File: src/rtl/bp_update_sched.sv
// PHT access scheduler for the branch predictor: GHR, lookup/update arbitration, update FIFO.
// Optional gshare lookup indexing when BP_GSHARE_EN is defined.
module bp_update_sched #(
   parameter int REGSIZE    = 2,
   parameter int QDEPTH     = 4,
   parameter int STARVE_LIM = 3
) (
   input  logic               clk,
   input  logic               rstn,
   input  logic               lk_valid,
   input  logic [REGSIZE-1:0] lk_pc,
   output logic               lk_ready,
   output logic               pred_valid,
   output logic               pred_taken,
   output logic [REGSIZE-1:0] pred_idx,
   output logic [REGSIZE-1:0] pred_hist,
   input  logic               rs_valid,
   input  logic               rs_taken,
   input  logic               rs_mispred,
   input  logic [REGSIZE-1:0] rs_idx,
   input  logic [REGSIZE-1:0] rs_hist,
   output logic               rs_ready,
   output logic               pht_en,
   output logic               pht_pcbranch,
   output logic [REGSIZE-1:0] pht_addr,
   input  logic [1:0]         pht_count
);

   localparam int PW = $clog2(QDEPTH);
   localparam int SW = $clog2(STARVE_LIM + 1);
   localparam logic [SW-1:0] LIM = SW'(STARVE_LIM);
   localparam logic [PW:0]   FULL = (PW + 1)'(QDEPTH);

   typedef enum logic {
      S_ARB,
      S_FORCE
   } state_t;

   state_t             r_state;
   logic [REGSIZE-1:0] r_ghr;
   logic [SW-1:0]      r_starve;
   logic [PW-1:0]      r_wp;
   logic [PW-1:0]      r_rp;
   logic [PW:0]        r_cnt;
   logic [REGSIZE-1:0] r_q_idx [QDEPTH];
   logic               r_q_tkn [QDEPTH];
   logic               r_pred_valid;
   logic               r_pred_taken;
   logic [REGSIZE-1:0] r_pred_idx;
   logic [REGSIZE-1:0] r_pred_hist;

   logic               w_empty;
   logic               w_full;
   logic               w_grant;
   logic               w_pop;
   logic               w_push;
   logic               w_mis;
   logic [REGSIZE-1:0] w_lk_idx;
   logic [REGSIZE-1:0] w_ghr_nxt;
   logic [SW-1:0]      w_starve_nxt;
   logic               w_unused;

`ifdef BP_GSHARE_EN
   assign w_lk_idx = r_ghr ^ lk_pc;
   assign w_unused = pht_count[0];
`else
   assign w_lk_idx = r_ghr;
   assign w_unused = ^{pht_count[0], lk_pc};
`endif

   assign w_empty = (r_cnt == '0);
   assign w_full  = (r_cnt == FULL);
   assign w_grant = rstn & (r_state == S_ARB) & lk_valid;
   // FORCE only ever holds with a non-empty FIFO; the empty guard is defensive
   assign w_pop   = rstn & ~w_empty
                  & ((r_state == S_FORCE) | ~lk_valid);
   assign w_push  = rstn & rs_valid & ~w_full;
   assign w_mis   = w_push & rs_mispred;

   assign lk_ready     = w_grant;
   assign rs_ready     = rstn & ~w_full;
   assign pht_en       = w_pop;
   assign pht_pcbranch = w_pop & r_q_tkn[r_rp];
   assign pht_addr     = !rstn ? '0
                       : (w_pop ? r_q_idx[r_rp] : w_lk_idx);

   assign pred_valid = r_pred_valid;
   assign pred_taken = r_pred_taken;
   assign pred_idx   = r_pred_idx;
   assign pred_hist  = r_pred_hist;

   // Recovery wins over the speculative shift of a same-cycle lookup
   always_comb begin
      w_ghr_nxt = r_ghr;
      if (w_mis)
         w_ghr_nxt = {rs_hist[REGSIZE-2:0], rs_taken};
      else if (w_grant)
         w_ghr_nxt = {r_ghr[REGSIZE-2:0], pht_count[1]};
   end

   always_comb begin
      w_starve_nxt = r_starve;
      if (w_pop || w_empty)
         w_starve_nxt = '0;
      else if (w_grant && r_starve != LIM)
         w_starve_nxt = r_starve + SW'(1);
   end

   always_ff @(posedge clk or negedge rstn) begin
      if (!rstn) begin
         r_state      <= S_ARB;
         r_ghr        <= '0;
         r_starve     <= '0;
         r_pred_valid <= 1'b0;
         r_pred_taken <= 1'b0;
         r_pred_idx   <= '0;
         r_pred_hist  <= '0;
      end else begin
         r_ghr        <= w_ghr_nxt;
         r_starve     <= w_starve_nxt;
         r_pred_valid <= w_grant;
         if (w_grant) begin
            r_pred_taken <= pht_count[1];
            r_pred_idx   <= w_lk_idx;
            r_pred_hist  <= r_ghr;
         end
         case (r_state)
            S_ARB: begin
               if (w_starve_nxt == LIM)
                  r_state <= S_FORCE;
            end
            S_FORCE: r_state <= S_ARB;
            default: r_state <= S_ARB;
         endcase
      end
   end

   always_ff @(posedge clk or negedge rstn) begin
      if (!rstn) begin
         r_wp  <= '0;
         r_rp  <= '0;
         r_cnt <= '0;
      end else begin
         if (w_push)
            r_wp <= r_wp + PW'(1);
         if (w_pop)
            r_rp <= r_rp + PW'(1);
         case ({w_push, w_pop})
            2'b10:   r_cnt <= r_cnt + (PW + 1)'(1);
            2'b01:   r_cnt <= r_cnt - (PW + 1)'(1);
            default: r_cnt <= r_cnt;
         endcase
      end
   end

   always_ff @(posedge clk) begin
      if (w_push) begin
         r_q_idx[r_wp] <= rs_idx;
         r_q_tkn[r_wp] <= rs_taken;
      end
   end

endmodule

File: config.mk
export PLATFORM = sky130hd
export DESIGN_NAME = bp_update_sched
export DESIGN_NICKNAME = d
export VERILOG_FILES = /design/src/rtl/bp_update_sched.sv
export SDC_FILE = /design/constraint.sdc
export NUM_CORES = 1
export LEC_CHECK = 0
export CAP_MARGIN = 0
export CORE_UTILIZATION = 55
export CTS_CLUSTER_SIZE = 28
export DETAILED_ROUTE_END_ITERATION = 10
export PLACE_DENSITY = 0.84
export SETUP_SLACK_MARGIN = 0.3
export SLEW_MARGIN = 5
export SYNTH_ARGS = -nofsm -noshare
export SYNTH_HDL_FRONTEND = slang
export SYNTH_SLANG_ARGS = --single-unit
File: constraint.sdc
create_clock -name clk -period 4.6 [get_ports clk]
set_input_delay 1.38 -clock clk [delete_from_list [all_inputs] [get_ports clk]]
set_output_delay 1.38 -clock clk [all_outputs]
set_load 0.005 [all_outputs]
==> qor.txt, run 1 <==
Ranking of synthesized cells by area -> dfrtp_1, edfxtp_1, ha_1
Highest Signal Layer -> met3
Die X -> 52.21 um
Vias in the first global route -> 825
WL met3 -> 69 um
Lkg Pwr -> 0.0007274 uW
Core Rows -> 17
Comb pwr share -> 36.9%
Setup TNS -> 0 ps
Drt pass-1 iters -> 4
CTS buffer count -> 3
Top post-synthesis cells by count -> dfrtp_1, edfxtp_1, inv_1
Die H -> 52.21 um
Pwr dens -> 519.3 mW/mm^2
Post-synthesis instance total -> 97
Multi-input combinational cell area -> 568.0 sq um
Switching pwr -> 265.2 uW
Post-DP HPWL -> 1.799 mm
Top FF cell, synth -> dfrtp_1
Global-route wire length before repair -> 3.753 mm
CP startpoint kind -> input pin
Post-CTS Setup Bufs -> 0
Syn nets -> 118
Placed cell count -> 146
Post-synthesis async set-or-reset flop share -> 57.14%
CP max FO -> 9
Sink Count -> 28
Routed Antenna Nets -> 0
Number of port buffers -> 21
Area leader, netlist -> dfrtp_1
Clock skew -> 6.631 ps
Ys Warns -> 0
Layout cells sized above 1 -> 20.49%
Via/cell ratio -> 5.373
Sequential element share of the synthesized area -> 54.87%
Seq. cell area -> 760.7 sq um
Count leader, synth -> dfrtp_1
Number of synthesized flops with an enable pin -> 12
Global route overflow -> 0
Final setup fails -> 0
Clock network power share -> 17.8%
Hold crit path type -> reg -> reg
Die area -> 0.002725 sq mm
Hold buffers post-CTS -> 0
Hold Path Depth -> 1
Remaining DRCs -> 0
Routed met1 length -> 957 um
Antenna violations before repair -> 0
MaxCap Viol Count -> 0
Initial core utilization -> 60.35%
Sequential share of power -> 45.3%
Top cell type's share of synthesized area -> 28.88%
Final worst path period share -> 89.81%
Htree depth -> 1
Met2 Wirelength -> 1.238 mm
Synth-to-layout area growth -> 22.29%
Core area -> 0.002297 sq mm
GRT Total Usage -> 19.30%
Diode count -> 0
Final GP Congestion -> 0.7416
Status -> finished clean
CTS tree -> done
Largest net degree at the start of global routing -> 17
Avg Inst Size Synth -> 14.29 sq um
Mapped Area -> 0.001386 sq mm
WL/cell -> 15.10 um
Tightest Pin Transition -> 416.4 ps
Fin. Hold Viols -> 0
Clock root buffer -> clkbuf_4
Via total after detailed routing -> 806
Clk_lat worst skew -> 320 ps
Io pins -> 26
Fmax achieved -> 0.2420 GHz
Longest Clk Path Bufs -> 2
Final Slew Violations -> 0
Worst R2R Path Depth -> 9
RSZ-0062 raised after global routing -> no
Critical path class -> in -> out
Total Nets Final -> 144
Worst rel slew slack -> 72.24%
Final wirelength -> 2.265 mm
Finished Layout Cells -> 150
Pint -> 615.2 uW
Maximum vdd drop -> 0.0003367 V
Min Tclk post-route -> 4131 ps
Arr. time, crit path -> 2750 ps
Crit end category -> output port
Yosys reg bits -> 28
Fill count -> 157
CTS clk-pin slew, worst paths -> 140 ps
Switching share of power -> 30.12%
Initial DRC Count -> 12
CTS resizes -> 4
Synth cell types -> 31
Critical Path RT -> 3220 ps
==> worst max-delay path, stage by stage <==
cell and delay, ps:
dlygate4sd2_1 450, buf_4 210, nand3b_4 110, inv_1 100
clkdlybuf4s50_1 500
==> power groups by stage <==
| stage | clock, uW | combinational [uW] | sequential, uW |
|---|---|---|---|
| after global placement | 0 | 307 | 399 |
| after CTS | 158 | 331 | 399 |
| after global routing | 169 | 362 | 408 |
| after detailed placement | 0 | 324 | 404 |
| after floorplan | 0 | 230 | 381 |
| final | 157 | 325 | 399 |
==> per-stage QoR <==
| stage | instance area, sq um | hold slack [ps] | power (uW) | worst slack [ps] | util (%) |
|---|---|---|---|---|---|
| 2_1_floorplan | 1386 | 445.3 | 611.5 | 1397 | - |
| 3_3_place_gp | 1630 | 463.2 | 706.1 | 212.9 | 70.97 |
| 3_5_place_dp | 1630 | 472.6 | 728.4 | 109.2 | 70.97 |
| 4_1_cts | 1695 | 491.0 | 888.4 | 421.0 | 73.80 |
| 5_1_grt | 1695 | 522.5 | 938.7 | 331.8 | 73.80 |
| 6_report | 1695 | 495.6 | 880.4 | 468.6 | 73.80 |
==> metal layers <==
layer	global-route usage, %	vias to the layer above
li1	-	383
met1	23.36	405
met2	36.32	18
met3	2.609	0
met4	3.947	0
met5	0	-
==> logic make-up after synthesis <==
kind of cell / share of synthesized area, %
buf+inv: 5.234
simple gates: 13.00
mux: 14.26
compound gates: 0.7221
xor+xnor: 5.054
flops: 54.87
fa+ha+maj: 6.859
==> placed cells by master (no fill, tap or decap), types with 2 or more instances in the layout <==
cell and count:
dfrtp_1 16, mux2_1 3, mux2_2 5, ha_1 6, mux4_2 3, dlygate4sd2_1 2
inv_1 10, and2_1 4, nor2_1 4, clkbuf_4 3, buf_4 4, clkdlybuf4s50_1 19
nand2_1 3, xnor2_1 5, xor2_1 3, mux2i_1 4, edfxtp_1 12
==> sequential cells by signal (all words and copies together) (netlist names) <==
signal,flops
pred_valid,1
r_state,1
r_ghr,2
r_rp,2
pred_hist,2
pred_taken,1
r_q_tkn,4
r_starve,2
r_wp,2
r_q_idx,8
r_cnt,3
==> layout make-up <==
| type | instances | area share [%] |
|---|---|---|
| well taps | 28 | 2.066 |
| multi-input cells | 54 | 33.51 |
| flip-flops and latches | 28 | 44.87 |
| clock inverters | 1 | 1.771 |
| inverters | 11 | 2.435 |
| repair buffers | 25 | 14.02 |
| clock buffers | 3 | 1.328 |
==> path summary, 6_finish.rpt <==
check                          from        to  slack (ps)
max                            rstn  lk_ready         470
min                        r_cnt[2]  r_cnt[2]         500
max reg2reg                r_cnt[0]  r_cnt[2]        2550
min reg2reg                r_cnt[2]  r_cnt[2]         500
max in group asynchronous      rstn   r_state        2940
min in group asynchronous      rstn  r_ghr[0]        1080
No activity file was read; power rests on OpenSTA's default activity.
==> run 2, diff against run 1 <==
--- a/config.mk
+++ b/config.mk
@@ -6,11 +6,12 @@
 export NUM_CORES = 1
 export LEC_CHECK = 0
 export CAP_MARGIN = 0
+export CORE_ASPECT_RATIO = 0.9
 export CORE_UTILIZATION = 55
 export CTS_CLUSTER_SIZE = 28
 export DETAILED_ROUTE_END_ITERATION = 10
 export PLACE_DENSITY = 0.84
-export SETUP_SLACK_MARGIN = 0.3
+export SETUP_SLACK_MARGIN = 0.1
 export SLEW_MARGIN = 5
 export SYNTH_ARGS = -nofsm -noshare
 export SYNTH_HDL_FRONTEND = slang
==> run 2 against run 1 <==
Maximum frequency down 6.0%; combinational power is 3% lower; total power decreased by 0.92%; utilization is 0.34 points lower; design area down 1.1%; via count shrank 0.74%; cell count decreased by 1.3%; sequential share of layout area is 0.50 points higher; highest routed layer is now met4.
==> qor.txt, run 2 (same netlist as run 1, synthesis figures left out) <==
Htree depth -> 1 (unchanged)
Die H -> 49.63 um (-4.9%)
GRT Total Usage -> 18.51% (-0.79 points)
Final setup fails -> 0 (unchanged)
Post-DP HPWL -> 1.719 mm (-4.4%)
WL/cell -> 14.30 um (-5.3%)
Largest net degree at the start of global routing -> 17 (unchanged)
Hold Path End -> r_cnt[2]
Setup TNS -> 0 ps (unchanged)
Worst r2r dst -> r_cnt[2]
Status -> finished clean
Clock skew -> 14.86 ps (+8.229 ps)
Number of port buffers -> 21 (unchanged)
R2r setup slk -> 2530 ps (-20 ps)
Initial DRC Count -> 5 (-7)
Switching pwr -> 259.7 uW (-2.1%)
Lkg Pwr -> 0.0007269 uW (about the same)
Fin. Hold Viols -> 0 (unchanged)
MaxCap Viol Count -> 0 (unchanged)
Switching share of power -> 29.77% (-0.35 points)
Global-route wire length before repair -> 3.539 mm (-5.7%)
Total power -> 872.4 uW (-0.92%)
Final Slew Violations -> 0 (unchanged)
Total Nets Final -> 143 (-0.69%)
Critical path class -> in -> out
Crit end category -> output port
CP max FO -> 5 (-4)
Diode count -> 0 (unchanged)
Via/cell ratio -> 5.405 (+0.60%)
Antenna violations before repair -> 0 (unchanged)
Remaining DRCs -> 0 (unchanged)
CTS tree -> done
Most common cell after layout, fill and taps aside -> clkdlybuf4s50_1
Pint -> 612.6 uW (-0.42%)
Min Tclk post-route -> 4395 ps (+263.9 ps)
Core area -> 0.002282 sq mm (-0.65%)
Drt pass-1 iters -> 4 (unchanged)
Clk_lat worst skew -> 330 ps (about the same)
Via total after detailed routing -> 800 (-0.74%)
Min-delay src -> r_cnt[2]
Reg-to-reg startpoint -> r_cnt[0]
Global route overflow -> 0 (unchanged)
Worst rel slew slack -> 73.50% (+1.3 points)
Die X -> 54.92 um (+5.2%)
Layout cells sized above 1 -> 19.01% (-1.5 points)
Comb pwr share -> 36.3% (-0.6 points)
Clock network power share -> 18.3% (+0.5 points)
Maximum vdd drop -> 0.0004976 V (+48%)
Biggest regs -> r_q_idx: 8 flops, r_q_tkn: 4 flops, r_cnt: 3 flops
GR Util met1 -> 24.08% (+0.72 points)
Layer with the highest usage -> met2
Die area -> 0.002726 sq mm (about the same)
Initial core utilization -> 60.75% (+0.40 points)
Final wirelength -> 2.116 mm (-6.6%)
Max reg flops -> 8 (unchanged)
Post-CTS Setup Bufs -> 0 (unchanged)
Tightest Pin Transition -> 396.8 ps (-19.55 ps)
Core Rows -> 16 (-1)
Io pins -> 26 (unchanged)
Routed Antenna Nets -> 0 (unchanged)
Met3 Track Usage GR -> 6.790% (+4.2 points)
Hold crit path type -> reg -> reg
RSZ-0062 raised after global routing -> no
CTS buffer count -> 3 (unchanged)
Arr. time, crit path -> 3020 ps (+270 ps)
Met2 usage -> 29.92% (-6.4 points)
Pwr dens -> 520.3 mW/mm^2 (+0.19%)
Worst R2R Path Depth -> 9 (unchanged)
CTS clk-pin slew, worst paths -> 140 ps (about the same)
Commonest cells after routing, fill and taps aside -> clkdlybuf4s50_1, dfrtp_1, edfxtp_1
Synth-to-layout area growth -> 20.94%
Final worst path period share -> 95.55% (+5.7 points)
Fmax achieved -> 0.2275 GHz (-6.0%)
Critical Path RT -> 3220 ps (about the same)
Final GP Congestion -> 0.7380 (-0.49%)
CP startpoint kind -> input pin
Hold slack -> 488.8 ps (-6.853 ps)
Hold Path Depth -> 1 (unchanged)
Sequential share of power -> 45.4% (about the same)
Clock root buffer -> clkbuf_4
Longest Clk Path Bufs -> 2 (unchanged)
Vias in the first global route -> 813 (-1.5%)
Reg with most FFs -> r_q_idx
Sink Count -> 28 (unchanged)
run 2: critical path, cell delays in order:
cell,delay (ps)
clkdlybuf4s50_1,580
nand2b_1,140
nand3_2,170
mux2i_1,220
clkdlybuf4s50_1,530
run 2: worst max path at each step:
stage	endpoint	cells past startpoint	slack, ps	from
final	pht_addr[1]	5	200	lk_valid
after global routing	pht_addr[0]	5	110	lk_valid
after CTS	pht_addr[0]	4	140	rstn
after detailed placement	pht_addr[0]	4	140	rstn
after global placement	pht_addr[0]	4	190	rstn
after floorplan	pht_addr[0]	3	1400	rstn
run 2: power by group through the flow:
stage / Sequential [uW] / Combinational, uW / Clock [uW]
floorplan: 381 / 230 / 0
global placement: 398 / 307 / 0
detailed placement: 404 / 323 / 0
CTS: 398 / 323 / 162
global route: 407 / 356 / 171
finish: 396 / 316 / 160
run 2: final cells by class:
cell class	instances	area [sq um]
Clock buffer	3	22.52
Sequential cell	28	760.7
Inverter	11	41.29
Clock inverter	1	30.03
Multi-Input combinational cell	54	553.0
Tap cell	27	33.78
Fill cell	161	605.6
Timing Repair Buffer	24	235.2
run 2: stage by stage:
step,instances,util [%],instance area (sq um),setup slack (ps)
after floorplan,97,-,1386,1397
after global placement,144,71.05,1622,186.2
after detailed placement,144,71.05,1622,144.2
after CTS,148,73.36,1674,135.0
after global routing,148,73.46,1677,106.6
final,148,73.46,1677,204.7
run 2: routing by layer:
layer,part of all wire (%),routed length (um),vias to the layer above
met3,7.4,156,2
met1,45,955,387
met5,0,0,-
met2,47,988,27
li1,-,-,384
met4,0.71,15,0
run 2: repair_timing:
item                                    4_1_cts  5_1_grt
endpoints found under the setup margin        0        2
resized for setup                             0        1
hold buffers                                  0        0
==> run 3, diff against run 2 <==
--- a/config.mk
+++ b/config.mk
@@ -5,6 +5,7 @@
 export SDC_FILE = /design/constraint.sdc
 export NUM_CORES = 1
 export LEC_CHECK = 0
+export ABC_CLOCK_PERIOD_IN_PS = 4600
 export CAP_MARGIN = 0
 export CORE_ASPECT_RATIO = 0.9
 export CORE_UTILIZATION = 55
@@ -16,3 +17,4 @@
 export SYNTH_ARGS = -nofsm -noshare
 export SYNTH_HDL_FRONTEND = slang
 export SYNTH_SLANG_ARGS = --single-unit
+export TNS_END_PERCENT = 1
==> results of run 3 <==
The final DEF is identical to that of run 2; final timing and power are the same.
